$ cat src/rtl/afifo_read_drain.sv
// rtl/afifo_read_drain.sv - read-side drain of the async FIFO: pop control, 2-entry skid buffer, pattern checker
module afifo_read_drain #(
   parameter int DataSize = 3,
   parameter int CntWidth = 16
) (
   input  logic                Rclk,
   input  logic                Rresetn,
   input  logic                empty,
   output logic                Pop,
   input  logic [DataSize-1:0] DataOut,
   output logic                m_valid,
   output logic [DataSize-1:0] m_data,
   input  logic                m_ready,
   input  logic                chk_en,
   output logic [CntWidth-1:0] word_cnt,
   output logic [CntWidth-1:0] err_cnt,
   output logic                err_flag
);

   typedef enum logic [1:0] {
      EMPTY = 2'd0,
      ONE   = 2'd1,
      TWO   = 2'd2
   } occ_t;

   occ_t                occ_q, occ_d;
   logic                inflight_q, inflight_d;
   logic [DataSize-1:0] head_q, head_d;
   logic [DataSize-1:0] tail_q, tail_d;
   logic [DataSize-1:0] expected_q, expected_d;
   logic [CntWidth-1:0] word_cnt_q, word_cnt_d;
   logic [CntWidth-1:0] err_cnt_q, err_cnt_d;
   logic                err_flag_q, err_flag_d;

   logic                xfer;
   logic                cap;
   logic [2:0]          load;

   // The word popped last cycle lands on DataOut now; count it against the
   // space that will remain after any transfer this cycle. m_ready feeds Pop
   // combinationally so a draining buffer keeps popping every cycle.
   assign xfer       = (occ_q != EMPTY) && m_ready;
   assign cap        = inflight_q;
   assign load       = {1'b0, occ_q} + {2'b00, inflight_q} - {2'b00, xfer};
   assign Pop        = Rresetn && !empty && (load < 3'd2);
   assign inflight_d = Pop;

   assign m_valid  = (occ_q != EMPTY);
   assign m_data   = head_q;
   assign word_cnt = word_cnt_q;
   assign err_cnt  = err_cnt_q;
   assign err_flag = err_flag_q;

   // Occupancy FSM and skid buffer: head is always the oldest word
   always_comb begin
      occ_d  = occ_q;
      head_d = head_q;
      tail_d = tail_q;
      case (occ_q)
         EMPTY: begin
            if (cap) begin
               head_d = DataOut;
               occ_d  = ONE;
            end
         end
         ONE: begin
            if (cap && xfer) begin
               head_d = DataOut;
            end else if (cap) begin
               tail_d = DataOut;
               occ_d  = TWO;
            end else if (xfer) begin
               occ_d = EMPTY;
            end
         end
         TWO: begin
            // Capture without transfer cannot happen here; the pop rule forbids it
            if (xfer) begin
               head_d = tail_q;
               if (cap) begin
                  tail_d = DataOut;
               end else begin
                  occ_d = ONE;
               end
            end
         end
         default: occ_d = EMPTY;
      endcase
   end

   // Capture counter and incrementing-pattern checker; expected always
   // follows the last captured word so one bad word costs one error
   always_comb begin
      expected_d = expected_q;
      word_cnt_d = word_cnt_q;
      err_cnt_d  = err_cnt_q;
      err_flag_d = err_flag_q;
      if (cap) begin
         expected_d = DataOut + DataSize'(1);
         if (!(&word_cnt_q)) begin
            word_cnt_d = word_cnt_q + CntWidth'(1);
         end
         if (chk_en && (DataOut != expected_q)) begin
            err_flag_d = 1'b1;
            if (!(&err_cnt_q)) begin
               err_cnt_d = err_cnt_q + CntWidth'(1);
            end
         end
      end
   end

   // State registers; reset discards buffered and in-flight words
   always_ff @(posedge Rclk or negedge Rresetn) begin
      if (!Rresetn) begin
         occ_q      <= EMPTY;
         inflight_q <= 1'b0;
         head_q     <= '0;
         tail_q     <= '0;
         expected_q <= '0;
         word_cnt_q <= '0;
         err_cnt_q  <= '0;
         err_flag_q <= 1'b0;
      end else begin
         occ_q      <= occ_d;
         inflight_q <= inflight_d;
         head_q     <= head_d;
         tail_q     <= tail_d;
         expected_q <= expected_d;
         word_cnt_q <= word_cnt_d;
         err_cnt_q  <= err_cnt_d;
         err_flag_q <= err_flag_d;
      end
   end

endmodule

$ cat config.mk
export PLATFORM = sky130hd
export DESIGN_NAME = afifo_read_drain
export DESIGN_NICKNAME = d
export VERILOG_FILES = /design/src/rtl/afifo_read_drain.sv
export SDC_FILE = /design/constraint.sdc
export NUM_CORES = 1
export LEC_CHECK = 0
export CAP_MARGIN = 40
export CORE_MARGIN = 2
export CORE_UTILIZATION = 55
export DETAILED_ROUTE_END_ITERATION = 6
export GPL_TIMING_DRIVEN = 0
export MAX_ROUTING_LAYER = met4
export PLACE_DENSITY_LB_ADDON = 0.3
export SLEW_MARGIN = 20
export SYNTH_ARGS = -nofsm -noshare
export SYNTH_HDL_FRONTEND = slang
export SYNTH_SLANG_ARGS = --single-unit
$ cat constraint.sdc
create_clock -name Rclk -period 5.74 [get_ports Rclk]
set_input_delay 1.148 -clock Rclk [delete_from_list [all_inputs] [get_ports Rclk]]
set_output_delay 1.148 -clock Rclk [all_outputs]
set_load 0.01 [all_outputs]
==> reports/summary.md, run 1 <==
• number of nets in the final layout: 290
• count of pins on the block boundary: 46
• overall via count from detail_route: 1,942
• tightest slew margin relative to the limit: 63.1%
• Leakage: 1.20 nW
• Final period util: 84.7%
• final std cells w/o fill: 329
• setup tns final: 0 ns
• area used by sequential logic in the layout: 1130 um2
• GRT Overall Usage: 21.8%
• final worst clock skew: 0.00385 ns
• CTS Sinks: 45
• number of antenna violations at the first check in global routing: 0
• number of placement rows: 23
• critical path class: input pin to output pin
• primary flip-flop cell chosen by synthesis mapping: dfrtp_1
• class of the most critical hold timing path: register to register
• GRT overflow: 0
• final max-slew violation count: 0
• dpl hpwl: 3620 um
• via count of the first global-routing pass: 1,788
• clock tree root buffer cell: clkbuf_8
• Buffers on Ports: 45
• weighted congestion at the end of routability-driven global placement: 0.845
• Critical Path End Type: output pin
• unrepaired setup endpoints after global routing: no
• drc violations: 0
• outcome: complete, no violations
• critical path data arrival time: 3.71 ns
• post-DR vias/cell: 5.90
• count of antenna diodes in the layout: 0
• clock latency at the later pin of the worst-skew pair: 0.29 ns
• master of the slowest instance on the critical path: clkdlybuf4s50_1
• achievable clock frequency: 206 MHz
• delay contributed by the slowest stage of the critical path: 0.58 ns
• Setup Fix Bufs, Post-CTS: 0
• chain of cells forming the critical path: clkdlybuf4s50_1 -> clkbuf_1 -> nor2b_1 -> o21ai_0 -> fa_1 -> xor2_1 -> nor3_1 -> clkdlybuf4s50_1
• Syn Nets: 237
• summed instance area of the synthesized netlist: 2340 um2
• synthesis warning total: 0
• share of layout cells above drive strength 1: 8.60%
• die outline width: 69.3 um
• number of hold violations in the final report: 0
• remaining antenna violation count after routing: 0
• drt wl/cell: 14.4 um
• Critical Path RT: 4.59 ns
• VDD IR max: 0.220 mV
• Power Density: 340 nW/um2
• most area-hungry cell type in the Yosys netlist: dfrtp_1
• height of the chip: 69.3 um
• detailed-routing iteration count for the pre-antenna-repair pass: 4
• starting utilization of the core area: 57.8%
• drt total wl: 4730 um
• number of different library cells in the post-synthesis netlist: 47
• post-synthesis instance total: 225
• Seq/Total Area, Yosys: 48.0%
• area delta synth->final: 27.2%
• wire length of the first global-routing pass: 8380 um
• ranking of synthesized cells by area: dfrtp_1 (48%), xnor2_1 (9.3%), nand4_1 (4.0%)
• mean area per synthesized cell: 10.4 um2
• clock input transition at the sequential cells of the worst setup and hold paths: 0.08 ns
• maximum number of pins on one net before global-route repair: 25
• clock tree from TritonCTS: done
• number of DRC violations after detailed-routing iteration 0: 120
• number of synthesized register bits: 45
• post-cts sizing count: 0
• number of levels the H-tree was split into: 2
• share of synthesized registers carrying an async set or reset: 100%
• cell total after placement: 321
• CTS max path bufs: 2
• met2 demand-to-capacity share in global routing: 35.6%
• final-layout fill cell count: 308
• most used cell along the critical path: clkdlybuf4s50_1
• most frequent standard cell in the layout excluding fill and tap cells: dfrtp_1
• area share of the leading cell type in the synthesized netlist: 48.0%
• final setup vio count: 0
• global-route track usage on met3: 5.09%
• sort of element at the start of the critical path: input pin
• post-layout minimum cycle time: 4.86 ns
• Worst Tran Pin Value: 0.554 ns
• worst-path maximum fanout: 10
• met1 Use GR: 28.4%
• area of the core region: 4060 um2
• number of clock buffers inserted by TritonCTS: 5
• EDFF count, synth: 0
• footprint of the multi-input gates: 1170 um2
• layer with the highest usage: met2
• commonest non-fill, non-tap cells in the layout: dfrtp_1 (45), clkdlybuf4s50_1 (44), xnor2_1 (25), nand3_1 (18), nor2_1 (17)
• CTS Hold Buffers Added: 0
• total die area: 4800 um2
• Max-Cap Viols: 0
-- routing by layer --
metal,vias up,share of wire (%)
met4,0,0.76
met3,4,4.2
li1,927,-
met5,-,0
met1,965,45
met2,46,50
-- cell usage after synthesis (all sizes together), types with 3 or more instances --
| cell | n |
|---|---|
| ha | 3 |
| buf | 5 |
| and3 | 6 |
| mux2 | 3 |
| or2 | 3 |
| nand4 | 15 |
| nand2 | 10 |
| o22ai | 6 |
| nor2b | 3 |
| xor2 | 5 |
| inv | 3 |
| nor3 | 5 |
| a21oi | 13 |
| and4 | 4 |
| nand3 | 18 |
| nor2 | 17 |
| mux2i | 6 |
| dfrtp | 45 |
| xnor2 | 25 |
-- critical path: cells and delay by family --
family	cells	cell delay, ns
compound gates	1	0.15
fa+ha+maj	1	0.40
simple gates	2	0.50
buf+inv	3	1.37
xor+xnor	1	0.15
-- sequential cells by signal, summed over array words and instances (netlist names) --
register    count
expected_q      3
cap             1
occ_q           2
err_flag        1
m_data          3
err_cnt        16
word_cnt       16
tail_q          3
-- layout make-up --
| class | instances | area share [%] |
|---|---|---|
| multi-input cells | 170 | 39.1 |
| flip-flops and latches | 45 | 37.8 |
| repair buffers | 46 | 15.9 |
| clock buffers | 7 | 3.23 |
| well taps | 50 | 2.10 |
| plain buffers | 7 | 1.38 |
| inverters | 3 | 0.378 |
| clock inverters | 1 | 0.168 |
-- power breakdown --
group	internal (mW)	total, mW	switching, mW
combinational	0.186	0.345	0.159
sequential	0.386	0.458	0.0711
clock	0.109	0.210	0.101
total	0.681	1.01	0.331
-- cells by family after synthesis --
family                     count (synthesis)  synth area share (%)
AOI/OAI and AO/OA                         37                  10.9
buffers and inverters                     10                  2.24
and+or+nand+nor                           90                  21.2
adders and majority gates                  4                  2.45
muxes                                      9                  4.00
DFF                                       45                  48.0
xor gates and xnor gates                  30                  11.2
-- through the flow --
stage	utilization, %	total power [mW]	cell area [um2]	worst slack, ns	hold slack, ns
after global routing	73.5	1.08	2980	0.671	0.520
after floorplan	-	0.651	2340	1.99	0.502
after global placement	70.4	0.793	2860	0.515	0.454
after detailed placement	71.0	0.812	2880	0.893	0.466
after CTS	73.5	1.02	2980	0.867	0.485
final	73.5	1.01	2980	0.880	0.482
-- final timing paths --
kind	from	to	slack, ns	cells after the start
worst min register to register	err_flag$_DFFE_PN0P_	err_flag$_DFFE_PN0P_	0.48	1
worst max-delay path	m_ready	Pop	0.88	8
min in group asynchronous	Rresetn	err_cnt[4]$_DFFE_PN0P_	0.84	1
worst max register to register	occ_q[0]$_DFFE_PN0P_	cap$_DFF_PN0_	3.80	6
max in group asynchronous	Rresetn	word_cnt[10]$_DFFE_PN0P_	4.41	2
worst min-delay path	err_flag$_DFFE_PN0P_	err_flag$_DFFE_PN0P_	0.48	1
No activity file was read; power rests on OpenSTA's default activity.
==> run 2, diff against run 1 <==
--- a/config.mk
+++ b/config.mk
@@ -7,7 +7,7 @@
 export LEC_CHECK = 0
 export CAP_MARGIN = 40
 export CORE_MARGIN = 2
-export CORE_UTILIZATION = 55
+export CORE_UTILIZATION = 51
 export DETAILED_ROUTE_END_ITERATION = 6
 export GPL_TIMING_DRIVEN = 0
 export MAX_ROUTING_LAYER = met4
==> constraint.sdc (replaced) <==
create_clock -name Rclk -period 4.58 [get_ports Rclk]
set_input_delay 0.916 -clock Rclk [delete_from_list [all_inputs] [get_ports Rclk]]
set_output_delay 0.916 -clock Rclk [all_outputs]
set_load 0.01 [all_outputs]
==> run 2 against run 1 <==
Design area decreased by 0.55%. Power increased by 24%. Clock-buffer cell count decreased by 2. Clock skew increased by 0.00075 ns. Hold slack got worse by 0.0081 ns. Combinational power increased by 25%. First-iteration DRC count decreased by 45%. Critical path depth decreased by 1. Routed wire length decreased by 0.34%. Clock power increased by 21%. Critical path type unchanged. Largest cell class unchanged. Highest routed layer unchanged.
==> reports/summary.md, run 2 (synthesized netlist as in run 1, its figures left out) <==
• CTS Hold Buffers Added: 0, unchanged
• count of pins on the block boundary: 46, unchanged
• number of clock buffers inserted by TritonCTS: 5, unchanged
• Final period util: 94.4%
• outcome: complete, no violations, unchanged
• worst-path maximum fanout: 11, was 10
• CTS Sinks: 45, unchanged
• die outline width: 71.8 um, was 69.3 um
• achievable clock frequency: 231 MHz
• placed instance area: 2880 um2, about the same
• sort of element at the start of the critical path: input pin, unchanged
• height of the chip: 71.8 um, was 69.3 um
• clock latency at the later pin of the worst-skew pair: 0.29 ns, about the same
• overall via count from detail_route: 1,880, was 1,942
• number of levels the H-tree was split into: 2, unchanged
• via count of the first global-routing pass: 1,817, was 1,788
• CTS max path bufs: 2, unchanged
• GRT overflow: 0, unchanged
• clock tree root buffer cell: clkbuf_8, unchanged
• critical path class: input pin to output pin, unchanged
• starting utilization of the core area: 53.5%, was 57.8%
• weighted congestion at the end of routability-driven global placement: 0.826, was 0.845
• drc violations: 0, unchanged
• number of hold violations in the final report: 0, unchanged
• area of the core region: 4380 um2, was 4060 um2
• sum of internal, switching and leakage power: 1.26 mW, was 1.01 mW
• Leakage: 1.19 nW, was 1.20 nW
• final max-slew violation count: 0, unchanged
• VDD IR max: 0.332 mV, was 0.220 mV
• post-DR vias/cell: 5.70, was 5.90
• source of the worst register-to-register timing path: occ_q[0]$_DFFE_PN0P_, unchanged
• unrepaired setup endpoints after global routing: no, unchanged
• remaining antenna violation count after routing: 0, unchanged
• number of antenna violations at the first check in global routing: 0, unchanged
• share of layout cells above drive strength 1: 8.63%, was 8.60%
• final worst clock skew: 0.00460 ns, was 0.00385 ns
• GRT Overall Usage: 20.7%, was 21.8%
• count of antenna diodes in the layout: 0, unchanged
• Critical Path RT: 3.66 ns, was 4.59 ns
• dpl hpwl: 3520 um, was 3620 um
• drt total wl: 4710 um, was 4730 um
• tightest slew margin relative to the limit: 74.7%, was 63.1%
• final setup vio count: 0, unchanged
• Worst Tran Pin Value: 0.380 ns, was 0.554 ns
• clock tree from TritonCTS: done, unchanged
• number of DRC violations after detailed-routing iteration 0: 66, was 120
• Critical Path End Type: output pin, unchanged
• hold path startpoint: err_flag$_DFFE_PN0P_, unchanged
• summed area of non-filler cells in the final layout: 2970 um2, was 2980 um2
• clock input transition at the sequential cells of the worst setup and hold paths: 0.09 ns, was 0.08 ns
• most frequent standard cell in the layout excluding fill and tap cells: dfrtp_1, unchanged
• drt wl/cell: 14.3 um, was 14.4 um
• maximum number of pins on one net before global-route repair: 34, was 25
• startpoint of the most critical setup path: m_ready, unchanged
• Power Density: 424 nW/um2, was 340 nW/um2
• commonest non-fill, non-tap cells in the layout: dfrtp_1 (45), clkdlybuf4s50_1 (44), xnor2_1 (25), nand3_1 (18), nor2_1 (17), unchanged
• wire length of the first global-routing pass: 8280 um, was 8380 um
• worst reg-to-reg path cell count: 6, unchanged
• class of the most critical hold timing path: register to register, unchanged
• number of nets in the final layout: 289, was 290
• area delta synth->final: 26.5%, was 27.2%
• detailed-routing iteration count for the pre-antenna-repair pass: 4, unchanged
• critical path data arrival time: 3.41 ns, was 3.71 ns
• Buffers on Ports: 45, unchanged
• total die area: 5160 um2, was 4800 um2
• number of placement rows: 24, was 23
• cell count of the worst hold path: 1, unchanged
• post-layout minimum cycle time: 4.32 ns
• Max-Cap Viols: 0, unchanged
==> run 2: changes by cell type in the layout (fill, tap and decap cells not counted), sizes merged <==
cell / previous run / this run
clkbuf: 9 / 6
clkinv: 1 / 0
clkinvlp: 0 / 1
inv: 3 / 5
==> run 2: final cells by class <==
cell class              instances  area, um2
plain buffers                   6       37.5
repair buffers                 46        465
inverters                       3       11.3
clock inverters                 3       25.0
flip-flops and latches         45       1130
fillers                       363       1420
multi-input cells             170       1170
clock buffers                   5       68.8
well taps                      52       65.1
==> run 2: through the flow <==
| step | util [%] | setup WS (ns) | instances | hold WS (ns) | setup TNS (ns) |
|---|---|---|---|---|---|
| after detailed placement | 65.6 | 0.168 | 323 | 0.460 | 0 |
| after CTS | 67.7 | 0.138 | 331 | 0.481 | 0 |
| after floorplan | - | 1.29 | 225 | 0.502 | 0 |
| after global placement | 65.2 | -0.146 | 322 | 0.452 | -0.146 |
| final | 67.6 | 0.258 | 330 | 0.474 | 0 |
| after global routing | 67.6 | 0.0193 | 330 | 0.493 | 0 |
==> run 2: worst paths after layout <==
| check | end | slack (ns) |
|---|---|---|
| min in group asynchronous | err_flag$_DFFE_PN0P_ | 0.51 |
| hold reg to reg | err_flag$_DFFE_PN0P_ | 0.47 |
| hold / removal | err_flag$_DFFE_PN0P_ | 0.47 |
| max in group asynchronous | word_cnt[5]$_DFFE_PN0P_ | 3.61 |
| setup reg to reg | cap$_DFF_PN0_ | 2.62 |
| setup / recovery | Pop | 0.26 |
==> run 2: routing by layer <==
metal,GRT usage (%),part of all wire [%]
met1,27.0,45
met2,33.2,50
met3,3.66,4.9
met4,5.87,0.62
met5,-,0
==> run 2: what timing repair did <==
action | 4_1_cts | 5_1_grt
gates resized for setup | 0 | 0
buffers inserted | 0 | 0
setup endpoints to repair | 0 | 1
==> run 2: critical path, cell delays in order <==
cell and delay, ns:
clkdlybuf4s50_1 0.68, nor2b_1 0.28, o21ai_0 0.15, fa_1 0.40
xor2_1 0.15, nor3_1 0.24, clkdlybuf4s50_1 0.59
==> run 2: power by group <==
group	leakage, nW	switching, mW	internal (mW)
clock network	0.0452	0.142	0.111
logic	0.563	0.198	0.232
registers	0.581	0.0902	0.484
